File: config.mk
export PLATFORM = sky130hd
export DESIGN_NAME = jt1943_rom_dwnld
export DESIGN_NICKNAME = d
export VERILOG_FILES = /design/src/rtl/jt1943_rom_dwnld.sv
export SDC_FILE = /design/constraint.sdc
export NUM_CORES = 1
export LEC_CHECK = 0
export CAP_MARGIN = 0
export CORE_AREA = 4 4 86 88
export CTS_BUF_LIST = sky130_fd_sc_hd__clkbuf_4 sky130_fd_sc_hd__clkbuf_8
export DETAILED_ROUTE_END_ITERATION = 12
export DIE_AREA = 0 0 90 92
export PLACE_DENSITY = 0.8
export SKIP_LAST_GASP = 1
export SLEW_MARGIN = 20
export SYNTH_ARGS = -nofsm -noshare
export SYNTH_HDL_FRONTEND = slang
export SYNTH_SLANG_ARGS = --single-unit
File: constraint.sdc
create_clock -name clk -period 2.2 [get_ports clk]
set_input_delay 0.44 -clock clk [delete_from_list [all_inputs] [get_ports clk]]
set_output_delay 0.44 -clock clk [all_outputs]
set_load 0.01 [all_outputs]
File: src/rtl/jt1943_rom_dwnld.sv
// Steers the MiST ioctl download stream into SDRAM programming writes and colour/priority PROM strobes.
// Also runs the end-of-download handshake and tracks overrun and checksum.
module jt1943_rom_dwnld #(
  parameter logic [21:0] PROM_START = 22'h3_C000,
  parameter int          PROM_COUNT = 12,
  parameter int          PROM_AW    = 8
) (
  input  logic                  clk,
  input  logic                  rst_n,
  input  logic                  downloading,
  input  logic [21:0]           ioctl_addr,
  input  logic [7:0]            ioctl_data,
  input  logic                  ioctl_wr,
  input  logic                  prog_ack,
  output logic [21:0]           prog_addr,
  output logic [7:0]            prog_data,
  output logic [1:0]            prog_mask,
  output logic                  prog_we,
  output logic [PROM_COUNT-1:0] prom_we,
  output logic [PROM_AW-1:0]    prom_addr,
  output logic [3:0]            prom_data,
  output logic                  dwnld_done,
  output logic                  overrun,
  output logic [7:0]            checksum
);

  localparam logic [21:0] PROM_END = PROM_START + (22'(PROM_COUNT) << PROM_AW);

  typedef enum logic [1:0] {IDLE, LOAD, DRAIN, DONE} state_t;

  state_t                state_q, state_d;
  logic                  dl_q, dl_d;
  logic [21:0]           prog_addr_q, prog_addr_d;
  logic [7:0]            prog_data_q, prog_data_d;
  logic [1:0]            prog_mask_q, prog_mask_d;
  logic                  prog_we_q, prog_we_d;
  logic [PROM_COUNT-1:0] prom_we_q, prom_we_d;
  logic [PROM_AW-1:0]    prom_addr_q, prom_addr_d;
  logic [3:0]            prom_data_q, prom_data_d;
  logic                  dwnld_done_q, dwnld_done_d;
  logic                  overrun_q, overrun_d;
  logic [7:0]            checksum_q, checksum_d;

  logic        dl_rise, dl_fall, ack_done, is_sdram, is_prom;
  logic [21:0] prom_off, prom_idx;

  assign dl_rise  = downloading & ~dl_q;
  assign dl_fall  = ~downloading & dl_q;
  assign ack_done = prog_we_q & prog_ack;
  assign is_sdram = ioctl_addr < PROM_START;
  assign is_prom  = ~is_sdram & (ioctl_addr < PROM_END);
  assign prom_off = ioctl_addr - PROM_START;
  assign prom_idx = prom_off >> PROM_AW;

  always_comb begin
    state_d      = state_q;
    dl_d         = downloading;
    prog_addr_d  = prog_addr_q;
    prog_data_d  = prog_data_q;
    prog_mask_d  = prog_mask_q;
    prog_we_d    = prog_we_q;
    prom_we_d    = '0;
    prom_addr_d  = prom_addr_q;
    prom_data_d  = prom_data_q;
    dwnld_done_d = 1'b0;
    overrun_d    = overrun_q;
    checksum_d   = checksum_q;

    if (ack_done) prog_we_d = 1'b0;

    case (state_q)
      IDLE: begin
        if (dl_rise) begin
          checksum_d = 8'h00;
          overrun_d  = 1'b0;
          state_d    = LOAD;
        end
      end
      LOAD: begin
        if (ioctl_wr) begin
          if (is_sdram) begin
            // A pending, un-acked SDRAM write cannot be replaced, so the new byte is lost
            if (prog_we_q && !prog_ack) begin
              overrun_d = 1'b1;
            end else begin
              prog_addr_d = {1'b0, ioctl_addr[21:1]};
              prog_data_d = ioctl_data;
              prog_mask_d = ioctl_addr[0] ? 2'b01 : 2'b10;
              prog_we_d   = 1'b1;
              checksum_d  = checksum_q + ioctl_data;
            end
          end else if (is_prom) begin
            for (int i = 0; i < PROM_COUNT; i++) prom_we_d[i] = (prom_idx == 22'(i));
            prom_addr_d = ioctl_addr[PROM_AW-1:0];
            prom_data_d = ioctl_data[3:0];
            checksum_d  = checksum_q + ioctl_data;
          end
        end
        // Decide on the post-acceptance write state so a last-cycle byte still drains
        if (dl_fall) state_d = prog_we_d ? DRAIN : DONE;
      end
      DRAIN: begin
        if (ack_done) state_d = DONE;
      end
      DONE: begin
        dwnld_done_d = 1'b1;
        state_d      = IDLE;
      end
      default: state_d = IDLE;
    endcase
  end

  always_ff @(posedge clk or negedge rst_n) begin
    if (!rst_n) begin
      state_q      <= IDLE;
      dl_q         <= 1'b0;
      prog_addr_q  <= '0;
      prog_data_q  <= '0;
      prog_mask_q  <= '0;
      prog_we_q    <= 1'b0;
      prom_we_q    <= '0;
      prom_addr_q  <= '0;
      prom_data_q  <= '0;
      dwnld_done_q <= 1'b0;
      overrun_q    <= 1'b0;
      checksum_q   <= '0;
    end else begin
      state_q      <= state_d;
      dl_q         <= dl_d;
      prog_addr_q  <= prog_addr_d;
      prog_data_q  <= prog_data_d;
      prog_mask_q  <= prog_mask_d;
      prog_we_q    <= prog_we_d;
      prom_we_q    <= prom_we_d;
      prom_addr_q  <= prom_addr_d;
      prom_data_q  <= prom_data_d;
      dwnld_done_q <= dwnld_done_d;
      overrun_q    <= overrun_d;
      checksum_q   <= checksum_d;
    end
  end

  assign prog_addr  = prog_addr_q;
  assign prog_data  = prog_data_q;
  assign prog_mask  = prog_mask_q;
  assign prog_we    = prog_we_q;
  assign prom_we    = prom_we_q;
  assign prom_addr  = prom_addr_q;
  assign prom_data  = prom_data_q;
  assign dwnld_done = dwnld_done_q;
  assign overrun    = overrun_q;
  assign checksum   = checksum_q;

endmodule

==> flow_summary.ini, run 1 <==
[power_and_ir_drop]
p_total_mw = 4.17
powerDensity_mw_per_mm2 = 902
max-vdd-ir-drop_mv = 0.577
leakage_nw = 2.14

[detailed_routing]
wire_per_inst_um = 16.2
drt-total-wl_mm = 7.35
drc = 0
final_antenna_net_count = 0
vias = 2336
via_per_inst = 5.13
dr.pass1.iters = 4
first_iter_violations = 36

[global_route]
grt_first_pass_wirelength_mm = 12.1
grt_antenna_before_repair = 0
grt_overflow = 0
grt_use_total_pct = 18.3
grt_pass1_vias = 2555
grt_max_degree = 42

[synth]
yosysSeqAreaShare_pct = 56.0
synthCells = 235
yosysWarnings = 0
synth-seq-cells = 69
syn_area_per_cell_um2 = 13.1
syn_area_mm2 = 0.00308
synth_cell_types = 41
syn-num-nets = 283

[timing]
hold_viol_final = 0
drv_slew = 0
max_freq_mhz = 466
finClkSkew_ps = 5.48
fin_tns_setup_ps = 0
period_share_pct = 97.5
setup_viol = 0
rsz0062_at_grt = false
period_needed_ps = 2150

[clock_tree]
cts_buffer_depth = 2
post_cts_buffers = 0
cts_buffers = 9
htree_num_levels = 3
insertion_delay_ps = 340
cts_tree = done
root_buffer = clkbuf_8
clk_transition_reported_paths_ps = 70
cts_sinks = 69

[setup_path]
arrival_ps = 2370
crit_family = adder cells
worst_path_max_delay_cell = clkdlybuf4s50_1
path_buf_inv = 1
cp_slowest_stage_delay_ps = 430
worst_ep_required_time_ps = 2430
cp_max_fo = 3
path_cells = clkdlybuf4s50_1 -> ha_1 -> fa_1 -> a21o_1 -> a21oi_2 -> xnor2_1 -> and4_2 -> a21o_2
end_kind = flop
start_kind = input port
crit_type = in2reg

[die]
initial_core_util_pct = 46.4
rows = 30
die_y_um = 92
dieArea_mm2 = 0.00828
core_mm2 = 0.00664
chipWidth_um = 90
io-pin-count = 102

[finish]
final_common_cell = clkdlybuf4s50_1
drive_gt1_share_pct = 28.3
syn_to_final_growth_pct = 50.0
finalInstanceArea_mm2 = 0.00463
fin_nets = 418
antenna-diode-count = 0
final_cell_mix = clkdlybuf4s50_1, dfrtp_1, mux2_2

[run]
cap_violations = 0

[place]
place_hpwl_mm = 5.65
io_buffers = 100
dpl_cell_area_mm2 = 0.00440
gp_congestion = 0.785

[min_path]
min-delay-path-class = in2async

[outcome]
status = finished, final reports clean
-- layout make-up --
type                    instances  area [um2]
well taps                      80         100
multi-input cells             155        1300
inverters                       5        18.8
flip-flops and latches         69        1730
clock buffers                   9         124
clock inverters                 7         100
repair buffers                130        1260
fillers                       500        2020
-- cell families after synthesis --
kind of cell,Yosys count,synth area share [%]
multiplexers,40,14.7
AND/OR/NAND/NOR,61,11.1
other,1,0.122
buffers and inverters,11,2.11
flip-flops,69,56.0
XOR/XNOR,6,1.70
adder cells (fa/ha/maj),13,5.52
AO/OA/AOI/OAI,34,8.73
-- per-stage QoR --
step           hold slack, ps  setup slack [ps]  utilization (%)  cells
2_1_floorplan             144               253                -    235
3_3_place_gp              423              -218             66.2    439
3_5_place_dp              425              -310             66.2    439
4_1_cts                  54.1              52.0             69.6    455
5_1_grt                  74.6              5.82             69.6    455
6_report                 57.3              54.8             69.6    455
-- path summary, 6_finish.rpt --
check | from | depth (start not counted) | slack, ps | endpoint
max in group asynchronous | rst_n | 3 | 1410 | prom_we[7]
min in group clk | prog_addr[17] | 1 | 500 | prog_addr[17]
worst max-delay path | ioctl_data[0] | 8 | 50 | checksum[4]
worst min register to register | prog_addr[17] | 1 | 500 | prog_addr[17]
worst min-delay path | rst_n | 1 | 60 | prog_data[6]
worst max register to register | state_q[1] | 6 | 160 | prog_addr[12]
-- registers in the layout, summed over array words and instances, names as in the netlist --
signal	cells
prog_addr	21
checksum	8
prog_we	1
state_q	2
prom_data	4
prom_we	12
prom_addr	8
dl_q	1
dwnld_done	1
overrun	1
prog_data	8
prog_mask	2
-- power by group --
part           internal [mW]  leakage, nW  switching [mW]  total [mW]
clock network          0.644        0.113           0.500        1.14
registers               1.50        0.939           0.136        1.64
logic                  0.795         1.09           0.595        1.39
total                   2.94         2.14            1.23        4.17
-- layer usage --
layer  global-route usage (%)  part of all wire, %  vias to the layer above
met5                        0                    0                        -
met4                     6.76                  1.3                        0
met3                     5.58                  6.4                        9
met2                     32.2                   50                       77
met1                     21.1                   42                     1145
li1                         -                    -                     1105
-- cell usage after synthesis (all sizes together) --
master / number / area share [%]
xor2: 4 / 1.1
conb: 1 / 0.12
nand2b: 4 / 0.81
ha: 12 / 4.9
nand3b: 3 / 0.73
nand2: 10 / 1.2
a211oi: 3 / 0.73
a32oi: 1 / 0.28
nor3: 3 / 0.65
nor2b: 4 / 0.81
a21oi: 8 / 1.7
a21o: 6 / 1.7
dfrtp: 69 / 56
fa: 1 / 0.65
nor2: 19 / 2.4
o2bb2ai: 2 / 0.57
a22oi: 1 / 0.69
inv: 5 / 0.61
a31oi: 1 / 0.20
nand3: 6 / 0.97
nor3b: 3 / 0.73
nor4: 1 / 0.20
o31ai: 4 / 0.97
nand4b: 1 / 0.28
o21ai: 6 / 1.3
a2111o: 1 / 0.37
and2: 1 / 0.24
and4: 5 / 1.6
o21bai: 1 / 0.24
nand4: 1 / 0.41
xnor2: 2 / 0.57
buf: 6 / 1.5
mux2: 40 / 15
-- timing repair --
| action | in CTS | in global routing |
|---|---|---|
| hold buffers | 0 | 0 |
| setup endpoints to repair | 0 | 1 |
| endpoints found under the hold margin | 0 | 0 |
| gates resized for setup | 0 | 1 |
(Power assumes the default switching activity.)
==> run 2: changes to the inputs <==
- CORE_AREA: 4 4 86 88 -> 4 4 93 95
- DIE_AREA: 0 0 90 92 -> 0 0 97 99
- PLACE_DENSITY: 0.8 -> 0.72
==> flow_summary.ini, run 2 (synthesized netlist as in run 1, its figures left out) <==
[outcome]
status = finished, final reports clean

[place]
dpl_cell_area_mm2 = 0.00443
place_hpwl_mm = 5.52
io_buffers = 100
gp_congestion = 0.844

[detailed_routing]
final_antenna_net_count = 0
drc = 0
vias = 2319
first_iter_violations = 48
via_per_inst = 4.85
dr.pass1.iters = 4
wire_per_inst_um = 15.3
drt-total-wl_mm = 7.29

[die]
core_mm2 = 0.00773
rows = 32
dieArea_mm2 = 0.00960
die_y_um = 99
chipWidth_um = 97
initial_core_util_pct = 39.9
io-pin-count = 102

[setup_path]
cp-startpoint = ioctl_data[0]
cp.depth = 8
worst_ep_required_time_ps = 2430
r2r_start = checksum[0]
r2r_end = checksum[4]
cp_slowest_stage_delay_ps = 420
arrival_ps = 2370
crit_type = in2reg
worst_path_max_delay_cell = clkdlybuf4s50_1
end_kind = flop
start_kind = input port
crit_path_end = checksum[4]
cp_max_fo = 3
r2r_slack_ps = 190
path_cells = clkdlybuf4s50_1 -> ha_1 -> fa_1 -> a21o_1 -> a21oi_1 -> xnor2_1 -> and4_2 -> a21o_2
crit_family = adder cells
path_buf_inv = 1
r2r_cells = 7

[finish]
final_common_cell = clkdlybuf4s50_1
nFillCells = 622
finalInstanceArea_mm2 = 0.00469
fin_nets = 419
antenna-diode-count = 0
syn_to_final_growth_pct = 52.1
largest_reg_flops = 21
drive_gt1_share_pct = 29.0
final_cell_mix = clkdlybuf4s50_1, dfrtp_1, mux2_2

[timing]
period_share_pct = 97.3
hold_viol_final = 0
max_freq_mhz = 467
drv_slew = 0
fin_tns_setup_ps = 0
slew_headroom_pct = 65.4
finClkSkew_ps = 9.40
period_needed_ps = 2140
setup_viol = 0
rsz0062_at_grt = false
worst-slew-pin-transition_ps = 518

[clock_tree]
clk_transition_reported_paths_ps = 80
cts_buffer_depth = 2
cts_tree = done
post_cts_buffers = 0
cts_sinks = 69
htree_num_levels = 3
root_buffer = clkbuf_8
cts_buffers = 9
insertion_delay_ps = 340

[run]
cap_violations = 0

[global_route]
grt_max_degree = 42
grt_pass1_vias = 2489
grt_overflow = 0
grt_use_total_pct = 16.0
grt_first_pass_wirelength_mm = 12.4
grt_antenna_before_repair = 0

[min_path]
min-delay-path-class = in2async

[power_and_ir_drop]
powerDensity_mw_per_mm2 = 914
max-vdd-ir-drop_mv = 0.600
leakage_nw = 2.15
==> run 2: worst reg2reg max path: stages (launching register included) <==
cell and delay, ps:
dfrtp_1 410, ha_1 230, fa_1 420, a21o_1 180
a21oi_1 170, xnor2_1 90, and4_2 230, a21o_2 180
==> run 2: cell type report <==
cell class                      instances  area (um2)  share of cell area [%]
Sequential cell                        69        1730                    36.8
Multi-Input combinational cell        155        1310                    28.0
Timing Repair Buffer                  131        1260                    26.8
Inverter                                5        18.8                   0.400
Clock inverter                          6         110                    2.35
Tap cell                              102         128                    2.72
Clock buffer                           10         138                    2.93
==> run 2: per-layer routing <==
| layer | vias up | GRT usage [%] | share of wire [%] |
|---|---|---|---|
| met5 | - | 0 | 0 |
| met4 | 0 | 6.91 | 1.7 |
| met3 | 12 | 4.74 | 6.4 |
| met2 | 75 | 25.5 | 47 |
| met1 | 1120 | 20.2 | 45 |
| li1 | 1112 | - | - |
==> run 2: stage by stage <==
step | instances | total power, mW | worst slack, ps | hold slack (ps) | util [%]
4_1_cts | 478 | 4.33 | 77.1 | 85.1 | 60.5
6_report | 478 | 4.29 | 59.7 | 67.0 | 60.7
3_3_place_gp | 462 | 3.02 | -259 | 456 | 57.3
2_1_floorplan | 235 | 2.29 | 253 | 144 | -
5_1_grt | 478 | 4.54 | 4.77 | 98.5 | 60.7
3_5_place_dp | 462 | 3.05 | -291 | 467 | 57.3
==> run 2: worst min-delay path by stage <==
stage	endpoint	slack [ps]
after floorplan	checksum[0]	140
after global placement	checksum[6]	460
after detailed placement	prog_data[6]	470
after CTS	dwnld_done	90
after global routing	checksum[7]	100
final	dwnld_done	70
==> run 2: power by group <==
group / internal, mW / leakage, nW / switching [mW]
Sequential: 1.50 / 0.939 / 0.138
Clock: 0.782 / 0.119 / 0.482
Combinational: 0.800 / 1.09 / 0.584
Total: 3.08 / 2.15 / 1.20
==> run 2: what timing repair did <==
| action | in CTS | in global routing |
|---|---|---|
| gates resized for setup | 0 | 3 |
| hold buffers | 0 | 0 |
| endpoints found under the setup margin | 0 | 9 |
| hold endpoints to repair | 0 | 0 |
